[config.mk]
export PLATFORM = sky130hd
export DESIGN_NAME = uart_tx_arbiter
export DESIGN_NICKNAME = d
export VERILOG_FILES = /design/src/rtl/uart_tx_arbiter_pkg.sv /design/src/rtl/uart_tx_arbiter_rr_pick.sv /design/src/rtl/uart_tx_arbiter.sv
export SDC_FILE = /design/constraint.sdc
export NUM_CORES = 1
export LEC_CHECK = 0
export CORE_MARGIN = 8
export CORE_UTILIZATION = 30
export CTS_BUF_LIST = sky130_fd_sc_hd__clkbuf_8
export DETAILED_ROUTE_END_ITERATION = 7
export HOLD_SLACK_MARGIN = 0.05
export RECOVER_POWER = 25
export SETUP_SLACK_MARGIN = 0.05
export SKIP_CTS_REPAIR_TIMING = 1
export SYNTH_ARGS = -nofsm -noshare
export SYNTH_HDL_FRONTEND = slang
export SYNTH_SLANG_ARGS = --single-unit
[constraint.sdc]
create_clock -name clock -period 2.2 [get_ports clock]
set_clock_uncertainty 0.15 [all_clocks]
set_input_delay 0.44 -clock clock [delete_from_list [all_inputs] [get_ports clock]]
set_output_delay 0.44 -clock clock [all_outputs]
set_load 0.005 [all_outputs]
[src/rtl/uart_tx_arbiter_pkg.sv]
// Shared types and width helpers for the UART transmit arbiter.
//   arb_state_t  - arbiter FSM state
//   idx_width()  - bits needed to index N requesters (at least 1)
//   cnt_width()  - bits needed to hold a count of 0..max (at least 1)
package uart_tx_arbiter_pkg;

    typedef enum logic [1:0] {
        ArbIdle   = 2'd0,
        ArbActive = 2'd1,
        ArbGap    = 2'd2
    } arb_state_t;

    localparam int unsigned BYTE_W = 8;

    function automatic int unsigned idx_width(input int unsigned n);
        return (n > 1) ? $clog2(n) : 1;
    endfunction

    function automatic int unsigned cnt_width(input int unsigned max_val);
        return (max_val > 0) ? $clog2(max_val + 1) : 1;
    endfunction

endpackage

[src/rtl/uart_tx_arbiter_rr_pick.sv]
// Combinational round-robin picker.
//   req  in   N_REQ  request vector
//   ptr  in   IW     highest-priority index for this pick
//   any  out  1      at least one request is set
//   idx  out  IW     first set request scanning ptr, ptr+1, ... mod N_REQ
module uart_tx_arbiter_rr_pick
    import uart_tx_arbiter_pkg::*;
#(
    parameter int unsigned N_REQ = 4
) (
    input  logic [N_REQ-1:0]            req,
    input  logic [idx_width(N_REQ)-1:0] ptr,
    output logic                        any,
    output logic [idx_width(N_REQ)-1:0] idx
);

    localparam int unsigned IW = idx_width(N_REQ);

    // Scan from the farthest offset down to zero so the nearest hit to ptr wins last.
    always_comb begin
        int j;
        any = 1'b0;
        idx = '0;
        j   = 0;
        for (int k = int'(N_REQ) - 1; k >= 0; k--) begin
            j = int'(ptr) + k;
            if (j >= int'(N_REQ)) begin
                j = j - int'(N_REQ);
            end
            if (req[j]) begin
                any = 1'b1;
                idx = IW'(j);
            end
        end
    end

endmodule

[src/rtl/uart_tx_arbiter.sv]
// Packet-granular round-robin arbiter sharing one UART transmitter among N_REQ sources.
// A grant is held until the owner's last byte is accepted, followed by an idle gap;
// a watchdog aborts a grant that sees no handshake for STALL_CYCLES clocks.
//   clock      in   1        system clock
//   reset      in   1        synchronous active-high reset
//   req_valid  in   N_REQ    per-requester byte valid
//   req_data   in   N_REQ*8  per-requester byte, requester i on bits [8i+7:8i]
//   req_last   in   N_REQ    last byte of packet, qualified by req_valid
//   req_ready  out  N_REQ    byte accepted this cycle (one-hot or zero)
//   tx_valid   out  1        byte offered to transmitter
//   tx_data    out  8        byte to transmitter
//   tx_ready   in   1        transmitter accepting
//   grant_id   out  IW       current or last grant
//   busy       out  1        arbiter not idle
//   abort      out  1        one-cycle pulse when watchdog kills a grant
//   pkt_count  out  16       completed packets (wrapping)
module uart_tx_arbiter
    import uart_tx_arbiter_pkg::*;
#(
    parameter int unsigned N_REQ        = 4,
    parameter int unsigned GAP_CYCLES   = 40000,
    parameter int unsigned STALL_CYCLES = 480000
) (
    input  logic                        clock,
    input  logic                        reset,
    input  logic [N_REQ-1:0]            req_valid,
    input  logic [N_REQ*8-1:0]          req_data,
    input  logic [N_REQ-1:0]            req_last,
    output logic [N_REQ-1:0]            req_ready,
    output logic                        tx_valid,
    output logic [7:0]                  tx_data,
    input  logic                        tx_ready,
    output logic [idx_width(N_REQ)-1:0] grant_id,
    output logic                        busy,
    output logic                        abort,
    output logic [15:0]                 pkt_count
);

    localparam int unsigned IW = idx_width(N_REQ);
    localparam int unsigned GW = cnt_width(GAP_CYCLES);
    localparam int unsigned SW = cnt_width(STALL_CYCLES);

    localparam logic [GW-1:0] GAP_LOAD    = GW'((GAP_CYCLES > 0) ? GAP_CYCLES - 1 : 0);
    localparam logic [SW-1:0] STALL_LIMIT = SW'((STALL_CYCLES > 0) ? STALL_CYCLES - 1 : 0);
    localparam logic [SW-1:0] STALL_MAX   = SW'(STALL_CYCLES);
    localparam logic [IW-1:0] LAST_IDX    = IW'(N_REQ - 1);
    // With no gap configured, packet end and abort go straight back to arbitration.
    localparam arb_state_t    POST_STATE  = (GAP_CYCLES == 0) ? ArbIdle : ArbGap;

    arb_state_t    state;
    logic [IW-1:0] rr_ptr;
    logic [GW-1:0] gap_cnt;
    logic [SW-1:0] stall_cnt;

    logic          pick_any;
    logic [IW-1:0] pick_idx;
    logic          active;
    logic          g_valid;
    logic          g_last;
    logic          handshake;
    logic [IW-1:0] next_ptr;

    uart_tx_arbiter_rr_pick #(
        .N_REQ (N_REQ)
    ) u_rr_pick (
        .req (req_valid),
        .ptr (rr_ptr),
        .any (pick_any),
        .idx (pick_idx)
    );

    // Explicit wrap so non-power-of-two N_REQ never yields an unused index.
    assign next_ptr  = (grant_id == LAST_IDX) ? '0 : grant_id + 1'b1;

    assign active    = (state == ArbActive);
    assign g_valid   = req_valid[grant_id];
    assign g_last    = req_last[grant_id];
    assign handshake = active && g_valid && tx_ready;

    assign tx_valid  = active && g_valid;
    assign tx_data   = active ? req_data[8*grant_id +: 8] : 8'h00;
    assign busy      = (state != ArbIdle);

    always_comb begin
        req_ready = '0;
        if (active) begin
            req_ready[grant_id] = tx_ready;
        end
    end

    always_ff @(posedge clock) begin
        if (reset) begin
            state     <= ArbIdle;
            rr_ptr    <= '0;
            grant_id  <= '0;
            pkt_count <= '0;
            gap_cnt   <= '0;
            stall_cnt <= '0;
            abort     <= 1'b0;
        end else begin
            abort <= 1'b0;
            case (state)
                ArbIdle: begin
                    if (pick_any) begin
                        grant_id  <= pick_idx;
                        stall_cnt <= '0;
                        state     <= ArbActive;
                    end
                end
                ArbActive: begin
                    if (handshake) begin
                        stall_cnt <= '0;
                        if (g_last) begin
                            pkt_count <= pkt_count + 16'd1;
                            rr_ptr    <= next_ptr;
                            gap_cnt   <= GAP_LOAD;
                            state     <= POST_STATE;
                        end
                    end else if (STALL_CYCLES != 0 && stall_cnt == STALL_LIMIT) begin
                        abort   <= 1'b1;
                        rr_ptr  <= next_ptr;
                        gap_cnt <= GAP_LOAD;
                        state   <= POST_STATE;
                    end else if (stall_cnt != STALL_MAX) begin
                        stall_cnt <= stall_cnt + 1'b1;
                    end
                end
                ArbGap: begin
                    if (gap_cnt == '0) begin
                        state <= ArbIdle;
                    end else begin
                        gap_cnt <= gap_cnt - 1'b1;
                    end
                end
                default: state <= ArbIdle;
            endcase
        end
    end

endmodule

==> impl_summary.log, run 1 <==
[metrics] outcome: finished, violations left
[metrics] failing checks: setup timing
[metrics] final-stage net count: approximately 620
[metrics] horizontal extent of the die: about 120 um
[metrics] Core Rows: 39
[metrics] total number of vias: 3721
[metrics] DIE AREA: 15000 um2
[metrics] cells taking the most area after synthesis: sky130_fd_sc_hd__dfxtp_1, sky130_fd_sc_hd__mux4_2, sky130_fd_sc_hd__nand3_1
[metrics] cts bufs inserted: 9
[metrics] maximum operating frequency: 449 MHz
[metrics] core region area: 11200 um2
[metrics] effective utilization at floorplan: 30.3%
[metrics] Final setup viols: 6
[metrics] Yosys warning count: 0
[metrics] maximum fanout encountered on the critical timing path: 4
[metrics] pin count of the biggest net entering global routing: 36
[metrics] final wirelength: 11100 um
[metrics] Worst VDD drop: 0.393 mV
[metrics] global-route wire length before repair: around 17000 um
[metrics] average cell area after synthesis: 8.35 um2
[metrics] cell with the largest stage delay on the worst path: sky130_fd_sc_hd__mux4_2
[metrics] clock-pin slew reported for the worst setup and hold paths after clock tree synthesis: approximately 70 ps
[metrics] Die Span Y: 122 um
[metrics] initial antenna violation count: 0
[metrics] antenna diode instance count: 0
[metrics] final non-filler cell total: approximately 710
[metrics] buffering stage count on the worst path with inverters included: 1
[metrics] proportion of synthesized chip area in sequential cells: around 34%
[metrics] leakage: 2.22 nW
[metrics] top library cells by usage in the layout, fill and taps aside: sky130_fd_sc_hd__buf_4, sky130_fd_sc_hd__dfxtp_1, sky130_fd_sc_hd__clkdlybuf4s50_1
[metrics] highest cell delay on the worst timing path: 550 ps
[metrics] type of the most critical hold path: reg -> reg
[metrics] fraction of layout cells with a size suffix above 1: 30.5%
[metrics] kind of end point of the critical path: flop
[metrics] drc violations: 0
[metrics] count of port buffers added during placement: 75
[metrics] Top delay family on crit path: compound AO/OA/AOI/OAI gates
[metrics] wire per inst: ~16 um
[metrics] most common library cell in the layout ignoring fill and taps: sky130_fd_sc_hd__buf_4
[metrics] Post-synth EDFFs: 0
[metrics] clk buf depth: 2
[metrics] weighted congestion reported at the end of routability-driven placement: 0.823
[metrics] number of max-cap violations: 0
[metrics] number of pins with negative max-slew slack in the final report: 0
[metrics] worst setup path category: reg -> reg
[metrics] CTS H-tree depth: 3
[metrics] final cycle utilization of the critical path: 101%
[metrics] global router's overall resource usage: 13.9%
[metrics] proportion of synthesized flip-flops having asynchronous set or reset: 0%
[metrics] worst reg2reg path startpoint: grant_id[1]
[metrics] nature of the critical path startpoint: flop
[metrics] Critical Path AT: around 2400 ps
[metrics] final total negative setup slack: -64.2 ps
[metrics] Storage cell area: 1170 um2
[metrics] CP startpoint: grant_id[1]
[metrics] vias per cell: 5.21
[metrics] Top FF cell, synth: sky130_fd_sc_hd__dfxtp_1
[metrics] post-route cell area: around 5400 um2
[metrics] Data required, critical path: 2330 ps
[metrics] power per cell area: 703 nW/um2
[metrics] RSZ-0062 raised after global routing: yes
[metrics] count of placed standard cells including taps: a little under 700
[metrics] estimated wirelength of the detail-placed design: 7960 um
[metrics] leading area contributor after synthesis: sky130_fd_sc_hd__dfxtp_1
[metrics] Clock Tree Root: sky130_fd_sc_hd__clkbuf_8
[metrics] IO Pins: 76
[metrics] netlist area before placement: 3400 um2
[metrics] worst-margin pin slew: approximately 460 ps
[metrics] Filler Cell Count: 1073
[metrics] area delta synth->final: 59.8%
[metrics] power consumption: 3.81 mW
[metrics] multi-input gate area in the final layout: 2290 um2
[metrics] number of global-route vias before repair: ~3500
[metrics] Final Hold Vio Count: 0
[metrics] number of synthesized register bits: 58
[metrics] critical-path cell list: mux4_2 > buf_6 > a21o_1 > o31a_1 > or3_1 > a21oi_2
[metrics] DRT iter0 DRCs: 164
[metrics] sink count of the clock tree: slightly below 60
[metrics] CTS tree: yes
[metrics] number of routed nets with antenna violations: 0
[metrics] Yosys top cell area share: 34.2%
[metrics] launch point of the worst hold path: pkt_count[15]
[metrics] count of distinct cell types in the synthesized netlist: 60
[metrics] post-synthesis cell count: 407
[metrics] number of optimization iterations in the first detailed-route pass: 5
[metrics] Mapped Nets: 458
[metrics] shortest period the worst path allows: approximately 2200 ps
[metrics] total global routing overflow: 0
[metrics] worst-case headroom to the max-slew limit: 69.0%
[metrics] final critical-path setup slack: -25.6 ps
[metrics] Cell Area, Placed: 4780 um2
[metrics] clock network latency to the later pin of the worst-skew pair: 340 ps
[metrics] worst setup slack before clock tree synthesis: -465 ps
path summary, 6_finish.rpt:
check,end,slack [ps],depth (start not counted)
max,rr_ptr[0],-30,6
min,pkt_count[15],330,2
max reg2reg,rr_ptr[0],-30,6
min reg2reg,pkt_count[15],330,2
cells in the mapped netlist (all sizes together) (3+ instances only):
library cell / number
a2111oi: 3
a211oi: 3
a21o: 5
a21oi: 19
a311oi: 3
a31oi: 11
and2: 13
and3: 5
and4: 3
buf: 5
clkbuf: 13
dfxtp: 58
ha: 8
inv: 16
mux2i: 3
mux4: 10
nand2: 31
nand3: 30
nand4: 14
nor2: 35
nor2b: 10
nor3: 9
nor4: 9
o211a: 3
o21ai: 26
o22ai: 4
o31a: 4
o31ai: 3
or2: 3
or3: 13
xor2: 10
cell families (layout without fill, tap and decap cells):
group,after synthesis,count (layout),share of synthesized area [%]
AO/OA/AOI/OAI,99,101,19.6
XOR/XNOR,11,11,2.83
adder cells (fa/ha/maj),8,8,2.95
buffers and inverters,34,196,4.05
flip-flops,58,58,34.2
multiplexers,13,13,7.51
AND/OR/NAND/NOR,184,184,28.9
state kept, by name (all words and copies together) (netlist names):
register / count
stall_cnt: 19
gap_cnt: 16
pkt_count: 16
grant_id: 2
rr_ptr: 2
state: 2
abort: 1
cell type report:
| class | count | area share [%] |
|---|---|---|
| Multi-Input combinational cell | 317 | 42.1 |
| Timing Repair Buffer | 164 | 27.4 |
| Sequential cell | 58 | 21.6 |
| Tap cell | 143 | 3.30 |
| Clock buffer | 9 | 2.28 |
| Clock inverter | 7 | 2.17 |
| Inverter | 16 | 1.11 |
where the power goes:
part	total, mW	internal (mW)	switching, mW	leakage, nW
registers	1.24	1.14	0.0971	0.473
clock network	1.21	0.752	0.460	0.123
logic	1.36	0.736	0.626	1.62
total	3.81	2.63	1.18	2.22
per-layer routing:
metal  part of all wire (%)  global-route usage (%)  wire length [um]
met5                      0                       0                 0
met4                    1.2                    4.04               133
met3                    3.7                    3.82               414
met2                     51                    23.5              5710
met1                     44                    17.0              4850
worst reg2reg max path: cells and delay by family (launching register included):
kind            cells  cell delay, ps
compound gates      3             590
mux                 1             550
simple gates        1             370
flops               1             350
buf+inv             1             160
metrics by stage:
| step | hold slack [ps] | util (%) |
|---|---|---|
| 5_1_grt | 372 | 48.4 |
| 3_3_place_gp | 317 | 42.6 |
| 4_1_cts | 336 | 44.7 |
| 6_report | 333 | 48.4 |
| 3_5_place_dp | 320 | 42.6 |
| 2_1_floorplan | 279 | - |
Note: power is estimated with default switching activity, not from simulation.
==> run 2, diff against run 1 <==
- clock period: 2.2 -> 2.11 ns (I/O delays scaled with it)
==> impl_summary.log, run 2 (synthesis results as in run 1) <==
[metrics] outcome: finished, violations left
[metrics] failing checks: setup timing
[metrics] Core Rows: 39
[metrics] leakage: 2.07 nW
[metrics] maximum operating frequency: 446 MHz
[metrics] kind of end point of the critical path: primary output
[metrics] area delta synth->final: 60.0%
[metrics] max reg flops: 19
[metrics] final non-filler cell total: 703
[metrics] horizontal extent of the die: 122 um
[metrics] CP startpoint: state[1]
[metrics] worst setup path category: reg -> out
[metrics] Filler Cell Count: 1080
[metrics] Die Span Y: roughly 120 um
[metrics] Worst VDD drop: 0.457 mV
[metrics] estimated wirelength of the detail-placed design: 7960 um
[metrics] final wirelength: 11200 um
[metrics] launch point of the worst hold path: stall_cnt[18]
[metrics] drc violations: 0
[metrics] worst-margin pin slew: 566 ps
[metrics] minimum setup slack among reg-to-reg paths: -90 ps
[metrics] core region area: 11200 um2
[metrics] number of routed nets with antenna violations: 0
[metrics] register with the most flip-flops: stall_cnt
[metrics] worst-case headroom to the max-slew limit: 62.3%
[metrics] multi-input gate area in the final layout: 2440 um2
[metrics] hold depth: 1
[metrics] top library cells by usage in the layout, fill and taps aside: sky130_fd_sc_hd__buf_4, sky130_fd_sc_hd__clkdlybuf4s50_1, sky130_fd_sc_hd__dfxtp_1
[metrics] final cycle utilization of the critical path: 106%
[metrics] global router's overall resource usage: 14.1%
[metrics] vias per cell: between 5 and 6
[metrics] Final Hold Vio Count: 0
[metrics] weighted congestion reported at the end of routability-driven placement: roughly 0.81
[metrics] final-stage net count: 606
[metrics] Final setup viols: 37
[metrics] total number of vias: about 3700
[metrics] destination of the critical timing path: req_ready[3]
[metrics] CTS H-tree depth: 3
[metrics] Critical Path AT: 1670 ps
[metrics] sink count of the clock tree: 58
[metrics] number of pins with negative max-slew slack in the final report: 0
[metrics] initial antenna violation count: 0
[metrics] most common library cell in the layout ignoring fill and taps: sky130_fd_sc_hd__buf_4
[metrics] cts bufs inserted: 9
[metrics] clock-pin slew reported for the worst setup and hold paths after clock tree synthesis: 70 ps
[metrics] number of optimization iterations in the first detailed-route pass: 5
[metrics] shortest period the worst path allows: 2240 ps
[metrics] type of the most critical hold path: reg -> reg
[metrics] r2r endpoint: rr_ptr[0]
[metrics] Storage cell area: 1180 um2
[metrics] DIE AREA: 15000 um2
[metrics] pin count of the biggest net entering global routing: 31
[metrics] fraction of layout cells with a size suffix above 1: 33.9%
[metrics] power per cell area: 688 nW/um2
[metrics] Data required, critical path: 1540 ps
[metrics] number of max-cap violations: 0
[metrics] count of placed standard cells including taps: 677
[metrics] IO Pins: 76
[metrics] final critical-path setup slack: -133 ps
[metrics] Clock Tree Root: sky130_fd_sc_hd__clkbuf_8
[metrics] global-route wire length before repair: approximately 17000 um
[metrics] effective utilization at floorplan: 30.3%
[metrics] power consumption: 3.74 mW
[metrics] worst reg2reg path startpoint: grant_id[1]
[metrics] nature of the critical path startpoint: flop
[metrics] number of global-route vias before repair: 3606
[metrics] total global routing overflow: 0
[metrics] DRT iter0 DRCs: 126
[metrics] maximum fanout encountered on the critical timing path: 7
[metrics] clk buf depth: 2
[metrics] CTS tree: yes
[metrics] wire per inst: between 15 and 20 um
[metrics] final total negative setup slack: -1820 ps
[metrics] leading registers by flop count: stall_cnt (19), gap_cnt (16), pkt_count (16)
[metrics] Worst Reg-to-Reg Cells: 6
[metrics] clock network latency to the later pin of the worst-skew pair: 360 ps
[metrics] antenna diode instance count: 0
[metrics] RSZ-0062 raised after global routing: yes
[metrics] count of port buffers added during placement: 75
-- run 2: cell types whose count changed in the layout (fill, tap and decap cells not counted), sizes merged, moves of 3 or more --
cell	change
dlygate4sd3	-9
clkdlybuf4s50	+8
dlymetal6s2s	-3
clkbuf	+6
bufinv	-3
buf	-13
clkinvlp	+3
-- run 2: area by class of cell --
| cell class | count | share of cell area (%) |
|---|---|---|
| Sequential cell | 58 | 21.6 |
| Timing Repair Buffer | 154 | 25.9 |
| Multi-Input combinational cell | 316 | 44.8 |
| Clock buffer | 9 | 2.28 |
| Clock inverter | 7 | 0.990 |
| Inverter | 16 | 1.10 |
| Tap cell | 143 | 3.29 |
-- run 2: metrics by stage --
stage | util [%] | worst slack, ps | hold WS, ps | cell area (um2)
after floorplan | - | -56.6 | 279 | 3430
after CTS | 44.7 | -516 | 331 | 5010
after global placement | 43.1 | -499 | 305 | 4830
after global routing | 48.4 | -191 | 339 | 5440
final | 48.4 | -133 | 315 | 5440
after detailed placement | 43.1 | -589 | 315 | 4830
-- run 2: layer usage --
metal	track usage [%]	share of wire [%]	up-vias
met5	0	0	-
met4	5.18	1.4	0
met3	3.36	3.1	13
met2	23.6	52	65
met1	17.2	44	1836
li1	-	-	1824
-- run 2: critical path, stage by stage (launching register included) --
cell,delay (ps)
sky130_fd_sc_hd__dfxtp_1,370
sky130_fd_sc_hd__and3b_2,310
sky130_fd_sc_hd__and2_1,140
sky130_fd_sc_hd__clkdlybuf4s50_1,500
-- run 2: power breakdown --
group | internal, mW | switching (mW)
Sequential | 1.19 | 0.105
Combinational | 0.798 | 0.707
Clock | 0.432 | 0.507
-- run 2: worst min path at each step --
stage / end / slack [ps]
after floorplan: stall_cnt[18] / 280
after global placement: stall_cnt[18] / 310
after detailed placement: stall_cnt[18] / 310
after CTS: stall_cnt[18] / 330
after global routing: stall_cnt[18] / 340
final: stall_cnt[18] / 310
